`src/rtl/wb_pkg.sv`:
```
// rtl/wb_pkg.sv - shared wishbone widths, select constant and copy FSM states
package wb_pkg;

    localparam int WB_ADR_W = 30;
    localparam int WB_DAT_W = 32;
    localparam int WB_SEL_W = 4;

    localparam logic [WB_SEL_W-1:0] SEL_ALL = 4'hF;

    typedef enum logic [2:0] {
        IDLE,
        READ,
        WRITE,
        GAP,
        FIN
    } wb_state_t;

endpackage

```
`src/rtl/wb_ack_timer.sv`:
```
// rtl/wb_ack_timer.sv - ack wait counter shared by wishbone masters
module wb_ack_timer #(
    parameter int TIMEOUT = 255,
    parameter int CNT_W   = 16
) (
    input  logic sys_clk,
    input  logic sys_rst_n,
    input  logic clear,
    input  logic run,
    output logic expired
);

    logic [CNT_W-1:0] cnt;

    // expired flags the cycle whose edge would complete TIMEOUT waiting cycles
    assign expired = run && (cnt == CNT_W'(TIMEOUT - 1));

    always_ff @(posedge sys_clk or negedge sys_rst_n) begin
        if (!sys_rst_n) begin
            cnt <= '0;
        end else if (clear) begin
            cnt <= '0;
        end else if (run && !expired) begin
            cnt <= cnt + CNT_W'(1);
        end
    end

endmodule

```
`src/rtl/wb_copy_master.sv`:
```
// rtl/wb_copy_master.sv - wishbone master copying len words from src to dst
module wb_copy_master
    import wb_pkg::*;
#(
    parameter int LEN_W   = 16,
    parameter int TIMEOUT = 255
) (
    input  logic                sys_clk,
    input  logic                sys_rst_n,
    input  logic                start,
    input  logic [WB_ADR_W-1:0] src_adr,
    input  logic [WB_ADR_W-1:0] dst_adr,
    input  logic [LEN_W-1:0]    len,
    output logic                busy,
    output logic                done,
    output logic                err,
    output logic [WB_ADR_W-1:0] wishbone_adr_o,
    output logic [WB_DAT_W-1:0] wishbone_dat_o,
    input  logic [WB_DAT_W-1:0] wishbone_dat_i,
    output logic [WB_SEL_W-1:0] wishbone_sel_o,
    output logic                wishbone_we_o,
    output logic                wishbone_cyc_o,
    output logic                wishbone_stb_o,
    input  logic                wishbone_ack_i
);

    wb_state_t             state_q, state_d;
    logic [WB_ADR_W-1:0]   src_q, src_d;
    logic [WB_ADR_W-1:0]   dst_q, dst_d;
    logic [LEN_W-1:0]      len_q, len_d;
    logic [LEN_W-1:0]      idx_q, idx_d;
    logic [WB_DAT_W-1:0]   rbuf_q, rbuf_d;
    logic                  stb_q, stb_d;
    logic                  we_q, we_d;
    logic [WB_ADR_W-1:0]   adr_q, adr_d;
    logic [WB_DAT_W-1:0]   dat_q, dat_d;
    logic [WB_SEL_W-1:0]   sel_q, sel_d;
    logic                  busy_q, busy_d;
    logic                  done_q, done_d;
    logic                  err_q, err_d;
    logic                  timer_clear;
    logic                  timer_expired;
    logic                  last_word;

    assign last_word = (idx_q == len_q - LEN_W'(1));

    wb_ack_timer #(
        .TIMEOUT (TIMEOUT),
        .CNT_W   (16)
    ) u_ack_timer (
        .sys_clk   (sys_clk),
        .sys_rst_n (sys_rst_n),
        .clear     (timer_clear),
        .run       (stb_q && !wishbone_ack_i),
        .expired   (timer_expired)
    );

    always_comb begin
        state_d     = state_q;
        src_d       = src_q;
        dst_d       = dst_q;
        len_d       = len_q;
        idx_d       = idx_q;
        rbuf_d      = rbuf_q;
        stb_d       = stb_q;
        we_d        = we_q;
        adr_d       = adr_q;
        dat_d       = dat_q;
        busy_d      = busy_q;
        done_d      = 1'b0;
        err_d       = 1'b0;
        timer_clear = 1'b0;

        unique case (state_q)
            IDLE: begin
                busy_d = 1'b0;
                if (start) begin
                    src_d  = src_adr;
                    dst_d  = dst_adr;
                    len_d  = len;
                    idx_d  = '0;
                    busy_d = 1'b1;
                    if (len == '0) begin
                        state_d = FIN;
                        done_d  = 1'b1;
                    end else begin
                        state_d = READ;
                    end
                end
            end
            READ: begin
                // strobe is low here only on the first word, right after start
                if (!stb_q) begin
                    stb_d       = 1'b1;
                    we_d        = 1'b0;
                    adr_d       = src_q + WB_ADR_W'(idx_q);
                    timer_clear = 1'b1;
                end else if (wishbone_ack_i) begin
                    rbuf_d  = wishbone_dat_i;
                    stb_d   = 1'b0;
                    state_d = WRITE;
                end else if (timer_expired) begin
                    stb_d   = 1'b0;
                    state_d = FIN;
                    done_d  = 1'b1;
                    err_d   = 1'b1;
                end
            end
            WRITE: begin
                // the strobe-low first cycle is the idle slot between read and write
                if (!stb_q) begin
                    stb_d       = 1'b1;
                    we_d        = 1'b1;
                    adr_d       = dst_q + WB_ADR_W'(idx_q);
                    dat_d       = rbuf_q;
                    timer_clear = 1'b1;
                end else if (wishbone_ack_i) begin
                    stb_d = 1'b0;
                    if (last_word) begin
                        state_d = FIN;
                        done_d  = 1'b1;
                    end else begin
                        idx_d   = idx_q + LEN_W'(1);
                        state_d = GAP;
                    end
                end else if (timer_expired) begin
                    stb_d   = 1'b0;
                    state_d = FIN;
                    done_d  = 1'b1;
                    err_d   = 1'b1;
                end
            end
            GAP: begin
                stb_d       = 1'b1;
                we_d        = 1'b0;
                adr_d       = src_q + WB_ADR_W'(idx_q);
                timer_clear = 1'b1;
                state_d     = READ;
            end
            FIN: begin
                busy_d  = 1'b0;
                state_d = IDLE;
            end
            default: begin
                stb_d   = 1'b0;
                busy_d  = 1'b0;
                state_d = IDLE;
            end
        endcase

        sel_d = stb_d ? SEL_ALL : '0;
    end

    always_ff @(posedge sys_clk or negedge sys_rst_n) begin
        if (!sys_rst_n) begin
            state_q <= IDLE;
            src_q   <= '0;
            dst_q   <= '0;
            len_q   <= '0;
            idx_q   <= '0;
            rbuf_q  <= '0;
            stb_q   <= 1'b0;
            we_q    <= 1'b0;
            adr_q   <= '0;
            dat_q   <= '0;
            sel_q   <= '0;
            busy_q  <= 1'b0;
            done_q  <= 1'b0;
            err_q   <= 1'b0;
        end else begin
            state_q <= state_d;
            src_q   <= src_d;
            dst_q   <= dst_d;
            len_q   <= len_d;
            idx_q   <= idx_d;
            rbuf_q  <= rbuf_d;
            stb_q   <= stb_d;
            we_q    <= we_d;
            adr_q   <= adr_d;
            dat_q   <= dat_d;
            sel_q   <= sel_d;
            busy_q  <= busy_d;
            done_q  <= done_d;
            err_q   <= err_d;
        end
    end

    assign busy           = busy_q;
    assign done           = done_q;
    assign err            = err_q;
    assign wishbone_adr_o = adr_q;
    assign wishbone_dat_o = dat_q;
    assign wishbone_sel_o = sel_q;
    assign wishbone_we_o  = we_q;
    assign wishbone_cyc_o = stb_q;
    assign wishbone_stb_o = stb_q;

endmodule
```
`config.mk`:
```
export PLATFORM = sky130hd
export DESIGN_NAME = wb_copy_master
export DESIGN_NICKNAME = d
export VERILOG_FILES = /design/src/rtl/wb_pkg.sv /design/src/rtl/wb_ack_timer.sv /design/src/rtl/wb_copy_master.sv
export SDC_FILE = /design/constraint.sdc
export NUM_CORES = 1
export LEC_CHECK = 0
export ABC_AREA = 1
export CAP_MARGIN = 0
export CORE_MARGIN = 1
export CORE_UTILIZATION = 58
export DETAILED_ROUTE_END_ITERATION = 6
export DONT_BUFFER_PORTS = 1
export PLACE_DENSITY_LB_ADDON = 0.25
export RECOVER_POWER = 100
export SLEW_MARGIN = 30
export SYNTH_ARGS = -nofsm -noshare
export SYNTH_HDL_FRONTEND = slang
export SYNTH_SLANG_ARGS = --single-unit
export TNS_END_PERCENT = 1
```
`constraint.sdc`:
```
create_clock -name sys_clk -period 3.22 [get_ports sys_clk]
set_input_delay 0.644 -clock sys_clk [delete_from_list [all_inputs] [get_ports sys_clk]]
set_output_delay 0.644 -clock sys_clk [all_outputs]
set_load 0.03 [all_outputs]
```
==> results.md <==
- Area taken by flip-flops and latches: 5260 sq um
- Crit Path Max Fanout: 10
- Skew final: 0.0272 ns
- GPL Wtd Cong: 0.938
- CP Data Required Time: 3.65 ns
- GRT Residual Overflow: 0
- Leak: 0.00580 uW
- Vias per cell: 5.62
- Synth Register Bits: 210
- Place WS: 0.0845 ns
- Synth area leader: dfrtp_1
- Synthesized area: 11,100 sq um
- Worst path slowest cell: dfrtp_1
- Area Growth Syn to Fin: 8.60%
- RSZ-0062 raised after global routing: no
- Max-cap violation count: 1
- Layout cells sized above 1: 16.5%
- Critical path arrival: 3.40 ns
- Part of the Yosys area used for sequential elements: 47.1%
- Status: finished, violations left
- Crit share post-route: 92.5%
- Vias in the first global route: 8,250
- Clock Latency Late Sink: 0.53 ns
- First-pass GRT wire length: 41.3 mm
- Post-synth top cells: nand2_1 (310), dfrtp_1 (210), inv_1 (109), mux2_2 (108), nor2_1 (96)
- Starting Density: 59.4%
- FFs w/ async S/R, synth: 100%
- Failing checks: negative hold slack, max-capacitance violations, max-slew violations
- Clk sinks: 210
- P per Cell Area: 1030 nW/um^2
- DR pass1 iterations: 5
- Hold Worst Slack: -0.186 ns
- H-tree depth: 1
- Chip Width: 141 microns
- Least-Margin Pin Slew: 1.52 ns
- Max Freq: 0.336 GHz
- 1st-iter DRT viols: 538
- WL/cell: 16.8 microns
- Max VDD drop: 0.623 mV
- DIE AREA: 19,800 sq um
- Num rows: 50
- HPWL Detailed: 18.6 mm
- Initial antenna violation count: 2
- Relative slew slack: -1.57%
- Vias: 8,523
- FILL cells: 1,544
- Final min period: 2.98 ns
- # setup viols final: 0
- Mapped Nets: 1,404
- Worst min-delay path category: in -> async
- Final WS setup: 0.243 ns
- DP Area: 11,400 sq um
- Crit path cell chain: inv_2 -> nor2_4 -> nand2_4 -> inv_2 -> buf_4 -> nand2_1 -> nand2_1 -> ha_1 -> nand2_1 -> nor2_1 -> nand2_1 -> o21ai_0 -> nand2_1 -> nand2_2 -> nand2_1 -> nand2_1 -> nand2_1 -> o21ai_0
- Synth top area cells: dfrtp_1 (47%), mux2_2 (11%), nand2_1 (10%)
- Fin. max-slew vios: 40
- Most common cell in the netlist: nand2_1
- Crit path capture type: flop
- Longest Clk Path Bufs: 3
- Critical Path Source Type: flop
- Pin count of the biggest net entering global routing: 211
- # IOs: 184
- Final wirelength: 25.5 mm
- Post-route ant nets: 0
- Fin cells: 1,516
- Most frequent CP cell: nand2_1
- CP top delay family: simple AND/OR/NAND/NOR gates
- Top_reg_cell synth: dfrtp_1
- Setup TNS: 0 ns
- Final hold violations: 210
- Yosys top cell area share: 47.1%
- Syn_area_per_cell: 8.77 sq um
- Crit-path max cell delay: 0.40 ns
- Number of synthesized flops with an enable pin: 0
- Nets@finish: 1,398
- Critical path type: reg -> reg
- Multi-input gate area: 5220 sq um
- Synth Warn #: 0
- Post-synth cell types: 41
- CTS clock-pin slew for the worst setup and hold paths: 0.06 ns
- Core footprint: 18,800 sq um
- DRC viols: 0
- Buffers and inverters on the worst path: 3
- Post-route cell area: 12,100 sq um
- Overall Global Routing Usage: 26.2%
- Root Buffer: clkbuf_16
- Clock buffer count from CTS: 23
- CTS tree: done
- Port bufs: 0
- Die height: 141 microns
- Placed insts: 1,474
- Mapped Cells: 1,271
-- routing by layer --
| layer | track usage (%) | up-vias | part of all wire [%] | wire [microns] |
|---|---|---|---|---|
| li1 | - | 4143 | - | - |
| met1 | 33.2 | 3997 | 42 | 10700 |
| met2 | 42.6 | 319 | 45 | 11500 |
| met3 | 7.85 | 62 | 9.2 | 2350 |
| met4 | 9.73 | 2 | 3.7 | 952 |
| met5 | 0 | - | 0.051 | 13 |
-- repair_timing --
item | 4_1_cts | 5_1_grt
gates resized for setup | 0 | 3
hold endpoints to repair | 210 | 210
buffers inserted | 0 | 0
endpoints found under the setup margin | 0 | 8
-- logic make-up after synthesis --
| group | count (synthesis) | synth area share [%] |
|---|---|---|
| AOI/OAI and AO/OA | 145 | 6.88 |
| DFF | 210 | 47.1 |
| muxes | 108 | 10.9 |
| xor gates and xnor gates | 47 | 3.69 |
| buffers and inverters | 162 | 5.87 |
| adders and majority gates | 21 | 2.42 |
| and+or+nand+nor | 578 | 23.1 |
-- metrics by stage --
stage / power (uW) / util [%]
detailed placement: 9810 / 60.5
global placement: 9640 / 60.5
global route: 13300 / 64.5
CTS: 12500 / 64.7
floorplan: 8680 / -
finish: 12400 / 64.5
-- cell type report --
class	count	area share, %
Tap cell	234	2.42
Inverter	117	3.63
Sequential cell	210	43.4
Antenna cell	1	0.0207
Clock buffer	31	5.58
Timing Repair Buffer	14	0.837
Clock inverter	10	0.972
Multi-Input combinational cell	899	43.1
-- worst paths after layout --
check                                                   to  slack, ns  depth (start not counted)                            start
hold reg to reg            u_ack_timer.cnt[14]$_DFFE_PN0P_       0.47                          1  u_ack_timer.cnt[14]$_DFFE_PN0P_
hold / removal                       rbuf_q[8]$_DFFE_PN0P_      -0.19                          0                        sys_rst_n
max in group asynchronous    wishbone_adr_o[4]$_DFFE_PN0P_       3.07                          0                        sys_rst_n
setup / recovery            wishbone_adr_o[27]$_DFFE_PN0P_       0.24                         18           state_q[1]$_DFFE_PN0P_
min in group sys_clk           wishbone_sel_o[2]$_DFF_PN0_       0.24                          1                   wishbone_ack_i
setup reg to reg            wishbone_adr_o[27]$_DFFE_PN0P_       0.24                         18           state_q[1]$_DFFE_PN0P_
-- cells in the final DEF, fill, tap and decap left out, types with 2 or more instances in the layout --
cell	synthesis	final
nand3_1	74	75
nor2_2	10	9
inv_1	109	110
nand3b_1	6	6
o31ai_1	5	5
or2_2	4	4
clkbuf_16	0	23
nor2_4	4	4
nor3_2	4	3
mux2_2	108	108
dfrtp_1	210	210
clkbuf_8	0	7
nand2_4	3	2
bufinv_16	0	2
clkbuf_1	20	2
xnor2_1	16	16
nor2_1	96	97
nor4_1	4	4
clkinv_2	0	6
inv_2	8	7
a21boi_0	3	2
clkbuf_2	0	5
a31oi_1	5	5
xor2_1	31	31
nand2_2	16	16
nand2_1	310	311
o21ai_0	68	68
nor3_1	21	22
a21oi_1	45	45
and2_1	2	2
o21bai_1	2	2
o21ai_1	13	12
ha_1	20	20
buf_4	7	7
nand3_2	2	2
nand4_1	20	20
-- power breakdown --
| part | internal [uW] | switching [uW] |
|---|---|---|
| Sequential | 3750 | 1590 |
| Combinational | 1770 | 2630 |
| Clock | 1640 | 1060 |
-- sequential cells by signal, summed over array words and instances (netlist names), 3 cells and up --
signal	count
len_q	16
state_q	3
wishbone_dat_o	32
u_ack_timer.cnt	16
dst_q	30
src_q	30
idx_q	16
rbuf_q	32
wishbone_adr_o	30
(Power assumes the default switching activity.)
